**config.mk**
```make
export PLATFORM = sky130hd
export DESIGN_NAME = ysyx_23060236_icache_ctrl
export DESIGN_NICKNAME = d
export VERILOG_FILES = /design/src/rtl/ysyx_23060236_icache_ctrl.sv
export SDC_FILE = /design/constraint.sdc
export NUM_CORES = 1
export LEC_CHECK = 0
export CORE_MARGIN = 10
export CORE_UTILIZATION = 38
export CTS_BUF_LIST = sky130_fd_sc_hd__clkbuf_4 sky130_fd_sc_hd__clkbuf_8 sky130_fd_sc_hd__clkbuf_16
export CTS_CLUSTER_DIAMETER = 150
export DETAILED_ROUTE_END_ITERATION = 10
export PLACE_DENSITY = 0.9
export SLEW_MARGIN = 20
export SYNTH_ARGS = -nofsm -noshare
export SYNTH_HDL_FRONTEND = slang
export SYNTH_SLANG_ARGS = --single-unit
```
**constraint.sdc**
```tcl
create_clock -name clock -period 4.2 [get_ports clock]
set_input_delay 0.84 -clock clock [delete_from_list [all_inputs] [get_ports clock]]
set_output_delay 0.84 -clock clock [all_outputs]
set_load 0.01 [all_outputs]
```
**src/rtl/ysyx_23060236_icache_ctrl.sv**
```systemverilog
// Instruction-cache refill controller: looks up IFU fetches, refills a
// 32-byte block over an AXI4 INCR burst on a miss, returns the instruction,
// and sequences fence.i invalidation of the array.
module ysyx_23060236_icache_ctrl #(
    parameter int unsigned BEAT_CNT = 8,
    parameter int unsigned CADDR_W  = 25
) (
    input  logic               clock,
    input  logic               reset,
    // IFU side
    input  logic               ifu_req_valid,
    output logic               ifu_req_ready,
    input  logic [31:0]        ifu_addr,
    output logic               ifu_resp_valid,
    input  logic               ifu_resp_ready,
    output logic [31:0]        ifu_rdata,
    output logic               ifu_resp_err,
    input  logic               fencei_req,
    // icache array side
    output logic [CADDR_W-1:0] icache_araddr,
    input  logic [31:0]        icache_rdata,
    input  logic               icache_hit,
    output logic [CADDR_W-1:0] icache_awaddr,
    output logic [31:0]        icache_wdata,
    output logic               icache_wvalid,
    output logic               icache_fencei,
    // AXI4 read channels
    output logic               arvalid,
    input  logic               arready,
    output logic [31:0]        araddr,
    output logic [7:0]         arlen,
    output logic [2:0]         arsize,
    output logic [1:0]         arburst,
    input  logic               rvalid,
    output logic               rready,
    input  logic [31:0]        rdata,
    input  logic [1:0]         rresp,
    input  logic               rlast,
    // performance counters
    output logic [31:0]        perf_hit,
    output logic [31:0]        perf_miss
);

    localparam int unsigned CNT_W = $clog2(BEAT_CNT);
    localparam int unsigned OFF_W = CNT_W + 2;
    localparam logic [CNT_W-1:0] LAST_CNT = CNT_W'(BEAT_CNT - 1);
    localparam logic [31:0] CNT_MAX = 32'hFFFF_FFFF;

    localparam logic [2:0] S_IDLE   = 3'd0;
    localparam logic [2:0] S_LOOKUP = 3'd1;
    localparam logic [2:0] S_AR     = 3'd2;
    localparam logic [2:0] S_R      = 3'd3;
    localparam logic [2:0] S_FLUSH  = 3'd4;
    localparam logic [2:0] S_RESP   = 3'd5;

    logic [2:0]       state_q, state_d;
    logic [31:0]      pc_q, pc_d;
    logic [CNT_W-1:0] cnt_q, cnt_d;
    logic             err_q, err_d;
    logic [31:0]      perf_hit_q, perf_hit_d;
    logic [31:0]      perf_miss_q, perf_miss_d;

    logic             at_last_c;
    logic             final_beat_c;
    logic             beat_bad_c;

    // Fixed burst shape and address views of the latched PC
    assign arlen         = 8'(BEAT_CNT - 1);
    assign arsize        = 3'b010;
    assign arburst       = 2'b01;
    assign icache_araddr = pc_q[CADDR_W-1:0];
    assign araddr        = {pc_q[31:OFF_W], OFF_W'(0)};
    assign perf_hit      = perf_hit_q;
    assign perf_miss     = perf_miss_q;

    // Beat classification: a burst must end exactly on the last word
    assign at_last_c    = (cnt_q == LAST_CNT);
    assign final_beat_c = rlast || at_last_c;
    assign beat_bad_c   = (rresp != 2'b00) || (rlast != at_last_c);

    // Next-state and output decode
    always_comb begin
        state_d       = state_q;
        pc_d          = pc_q;
        cnt_d         = cnt_q;
        err_d         = err_q;
        perf_hit_d    = perf_hit_q;
        perf_miss_d   = perf_miss_q;
        ifu_req_ready = 1'b0;
        ifu_resp_valid = 1'b0;
        ifu_rdata     = 32'd0;
        ifu_resp_err  = 1'b0;
        icache_awaddr = '0;
        icache_wdata  = 32'd0;
        icache_wvalid = 1'b0;
        icache_fencei = 1'b0;
        arvalid       = 1'b0;
        rready        = 1'b0;

        case (state_q)
            S_IDLE: begin
                ifu_req_ready = !fencei_req;
                if (fencei_req) begin
                    err_d   = 1'b0;
                    state_d = S_FLUSH;
                end else if (ifu_req_valid) begin
                    pc_d    = ifu_addr;
                    state_d = S_LOOKUP;
                end
            end
            S_LOOKUP: begin
                err_d = 1'b0;
                if (icache_hit) begin
                    if (perf_hit_q != CNT_MAX) perf_hit_d = perf_hit_q + 32'd1;
                    state_d = S_RESP;
                end else begin
                    if (perf_miss_q != CNT_MAX) perf_miss_d = perf_miss_q + 32'd1;
                    cnt_d   = '0;
                    state_d = S_AR;
                end
            end
            S_AR: begin
                arvalid = 1'b1;
                if (arready) state_d = S_R;
            end
            S_R: begin
                rready = 1'b1;
                if (rvalid) begin
                    icache_wvalid = 1'b1;
                    icache_awaddr = {pc_q[CADDR_W-1:OFF_W], cnt_q, 2'b00};
                    icache_wdata  = rdata;
                    cnt_d         = cnt_q + CNT_W'(1);
                    err_d         = err_q || beat_bad_c;
                    if (final_beat_c) state_d = (err_q || beat_bad_c) ? S_FLUSH : S_RESP;
                end
            end
            S_FLUSH: begin
                // A failed refill also invalidates, so the partial line never hits
                icache_fencei = 1'b1;
                state_d       = err_q ? S_RESP : S_IDLE;
            end
            S_RESP: begin
                ifu_resp_valid = 1'b1;
                ifu_rdata      = icache_rdata;
                ifu_resp_err   = err_q;
                if (ifu_resp_ready) state_d = S_IDLE;
            end
            default: state_d = S_IDLE;
        endcase
    end

    // State, request context and counter registers
    always_ff @(posedge clock) begin
        if (reset) begin
            state_q     <= S_IDLE;
            pc_q        <= 32'd0;
            cnt_q       <= '0;
            err_q       <= 1'b0;
            perf_hit_q  <= 32'd0;
            perf_miss_q <= 32'd0;
        end else begin
            state_q     <= state_d;
            pc_q        <= pc_d;
            cnt_q       <= cnt_d;
            err_q       <= err_d;
            perf_hit_q  <= perf_hit_d;
            perf_miss_q <= perf_miss_d;
        end
    end

endmodule

```
==> metrics.txt <==
DRT Pass-1 Iters=5; dpl hpwl=18.7 mm; CTS Sinks=103; hold_ws=458 ps; CTS max path bufs=2; Routed Wire Length=24.0 mm; largest net degree at the start of global routing=55; Worst setup SP type=input pin; Top cell by count, worst path=clkdlybuf4s50_1; final hold violations=0; Avg Inst Size Synth=7.70 um^2; initial antenna violation count=0; Post-CTS Hold Buffers=0; #FFs+latches synth=103; CTS buffer count=9; Pwr Total=2.69 mW; minimum clock period=3450 ps; status=complete, no violations; library cells used by synthesis=52; final setup TNS=0 ps; Remaining DRCs=0; Max stage delay on crit path=750 ps; Area growth, synth to finish=60.4%; CP endpoint kind=output pin; CTS H-tree lvls=3; Yosys top cell area share=36.5%; Post-synth EDFFs=0; Layout fillers=1,228; Yosys warnings=0; clk_lat worst skew=350 ps; Synth Instances=733; Core Area=14,500 um^2; I/O pin count=337; relative slew slack=35.2%; Port Buffers=316; Pwr per Cell Area=298 nW/um^2; routed len/inst=20.2 um; global-route wire length before repair=35.9 mm; nets@finish=1,112; Syn Std Cell Area=5640 um^2; Buf/Inv on CP=3; CP max FO=49; RSZ-0062 raised after global routing=no; diodes inserted=0; final worst-path cycle share=82.0%; worst path arrival time=2610 ps; floorplan row count=44; gr usage total=22.1%; Crit path max-delay family=buffers and inverters; Final Max Tran Viols=0; Routed Antenna Nets=0; CP required=3360 ps; placed cells=1,173; asr flop ratio synth=0%; grt total ovfl=0; Top FF cell, synth=dfxtp_1; Non-Filler Instances=1,189; clk slew on worst S/H paths=70 ps; Worst Hold Class=reg -> reg; # Post-CTS Setup Buffers=0; CP Class=in -> out; Max Freq=290 MHz; Least-Margin Pin Slew=963 ps; total vias in the final route=6,524; PostCTS Resize Cnt=0; layout cells sized above 1=4.08%; ranking of synthesized cells by area=dfxtp_1, a21oi_1, and3_1; VDD IR max=215 uV; CTS tree=built; Critical Path, Cell by Cell=clkdlybuf4s50_1 -> buf_12 -> and3_1 -> clkdlybuf4s50_1; fin util=62.3%; leakage power=3.25 nW; vias per inst=5.49; skew final=7.45 ps; die height=142 um; initial cell density of the core=38.8%; initial DRC count=412; register area share after synthesis=36.5%; CTS root buf=clkbuf_16; Die ar.=20,100 um^2; Die Wd=142 um; number of global-route vias before repair=6,021; post-synth top area cell=dfxtp_1; Setup violations, final=0; global placement routability congestion=0.868; Slowest-stage cell, CP=clkdlybuf4s50_1; Max Cap Violations=0
[tightest hold or removal path, cell delays in order (launching register included)]
cell	delay, ps
dfxtp_1	310
nand2_1	50
a21oi_1	50
[cells by family (layout without fill, tap and decap cells)]
logic type,Yosys count,count (layout),synth area share [%]
buffers and inverters,102,356,9.49
DFF,103,103,36.5
other,2,20,0.133
adders and majority gates,5,5,1.11
muxes,7,7,1.35
xor gates and xnor gates,11,11,1.71
and+or+nand+nor,351,351,33.7
AOI/OAI and AO/OA,152,152,15.9
[final timing paths]
check	from	to	slack (ps)	cells past startpoint
min reg2reg	pc_q[0]	pc_q[0]	460	2
max reg2reg	state_q[0]	perf_miss[31]	1130	5
min	pc_q[0]	pc_q[0]	460	2
max	rvalid	icache_wdata[4]	750	4
[flip-flops by register name, summed over array words and instances (netlist names)]
| signal | count |
|---|---|
| pc_q | 32 |
| perf_hit | 32 |
| perf_miss | 32 |
| cnt_q | 3 |
| state_q | 3 |
| err_q | 1 |
[layer usage]
layer	track usage, %	vias to the layer above	part of all wire [%]
li1	-	3106	-
met1	26.3	3122	40
met2	38.8	266	51
met3	5.54	30	7.3
met4	5.43	0	2.0
met5	0	-	0
[placed cells by master (no fill, tap or decap), types with 3 or more instances in the layout]
cell,instances
or4_1,23
conb_1,20
nor4_1,7
o31ai_1,21
ha_1,5
xnor2_1,3
nand4_1,18
inv_1,13
nand2_1,96
buf_4,11
clkbuf_16,9
o21ai_0,24
dfxtp_1,103
a21oi_1,81
xor2_1,8
and3_1,61
or3_1,25
nor2_1,30
a31o_2,3
and2_1,37
and4_1,4
mux2_2,5
clkdlybuf4s50_1,315
nor3_1,8
nand3b_1,3
nand3_1,22
nor2b_1,7
[cells in the mapped netlist (all sizes together) (2+ instances only)]
| master | instances |
|---|---|
| dfxtp | 103 |
| nand2 | 97 |
| a21oi | 81 |
| and3 | 61 |
| clkbuf | 45 |
| buf | 44 |
| and2 | 37 |
| nor2 | 30 |
| o21ai | 25 |
| or3 | 25 |
| or4 | 24 |
| nand3 | 22 |
| o31ai | 22 |
| nand4 | 18 |
| inv | 13 |
| nor3 | 8 |
| xor2 | 8 |
| nor2b | 7 |
| nor4 | 7 |
| ha | 5 |
| mux2 | 5 |
| and4 | 4 |
| a31o | 3 |
| nand3b | 3 |
| xnor2 | 3 |
| a211oi | 2 |
| conb | 2 |
| mux2i | 2 |
| o2111ai | 2 |
| o21a | 2 |
| o311ai | 2 |
| o31a | 2 |
| o41ai | 2 |
| or2 | 2 |
| or4b | 2 |
[power by group]
group / leakage [nW] / switching, mW / internal, mW
combinational: 2.27 / 0.313 / 0.352
clock: 0.155 / 0.386 / 0.542
sequential: 0.833 / 0.0754 / 1.03
total: 3.25 / 0.774 / 1.92
[area by class of cell]
type | instances | area [um^2] | share of cell area [%]
inverters | 13 | 48.8 | 0.539
multi-input cells | 546 | 3120 | 34.5
clock buffers | 10 | 239 | 2.64
repair buffers | 327 | 3260 | 36.0
well taps | 184 | 230 | 2.54
clock inverters | 6 | 92.6 | 1.02
flip-flops and latches | 103 | 2060 | 22.8
[stage by stage]
step                      area, um^2  setup WS, ps
after CTS                       9040           756
after detailed placement        8710           421
after global placement          8710           455
after floorplan                 5710          1050
final                           9050           754
after global routing            9050           634
Power figures use the tool's default switching activity.
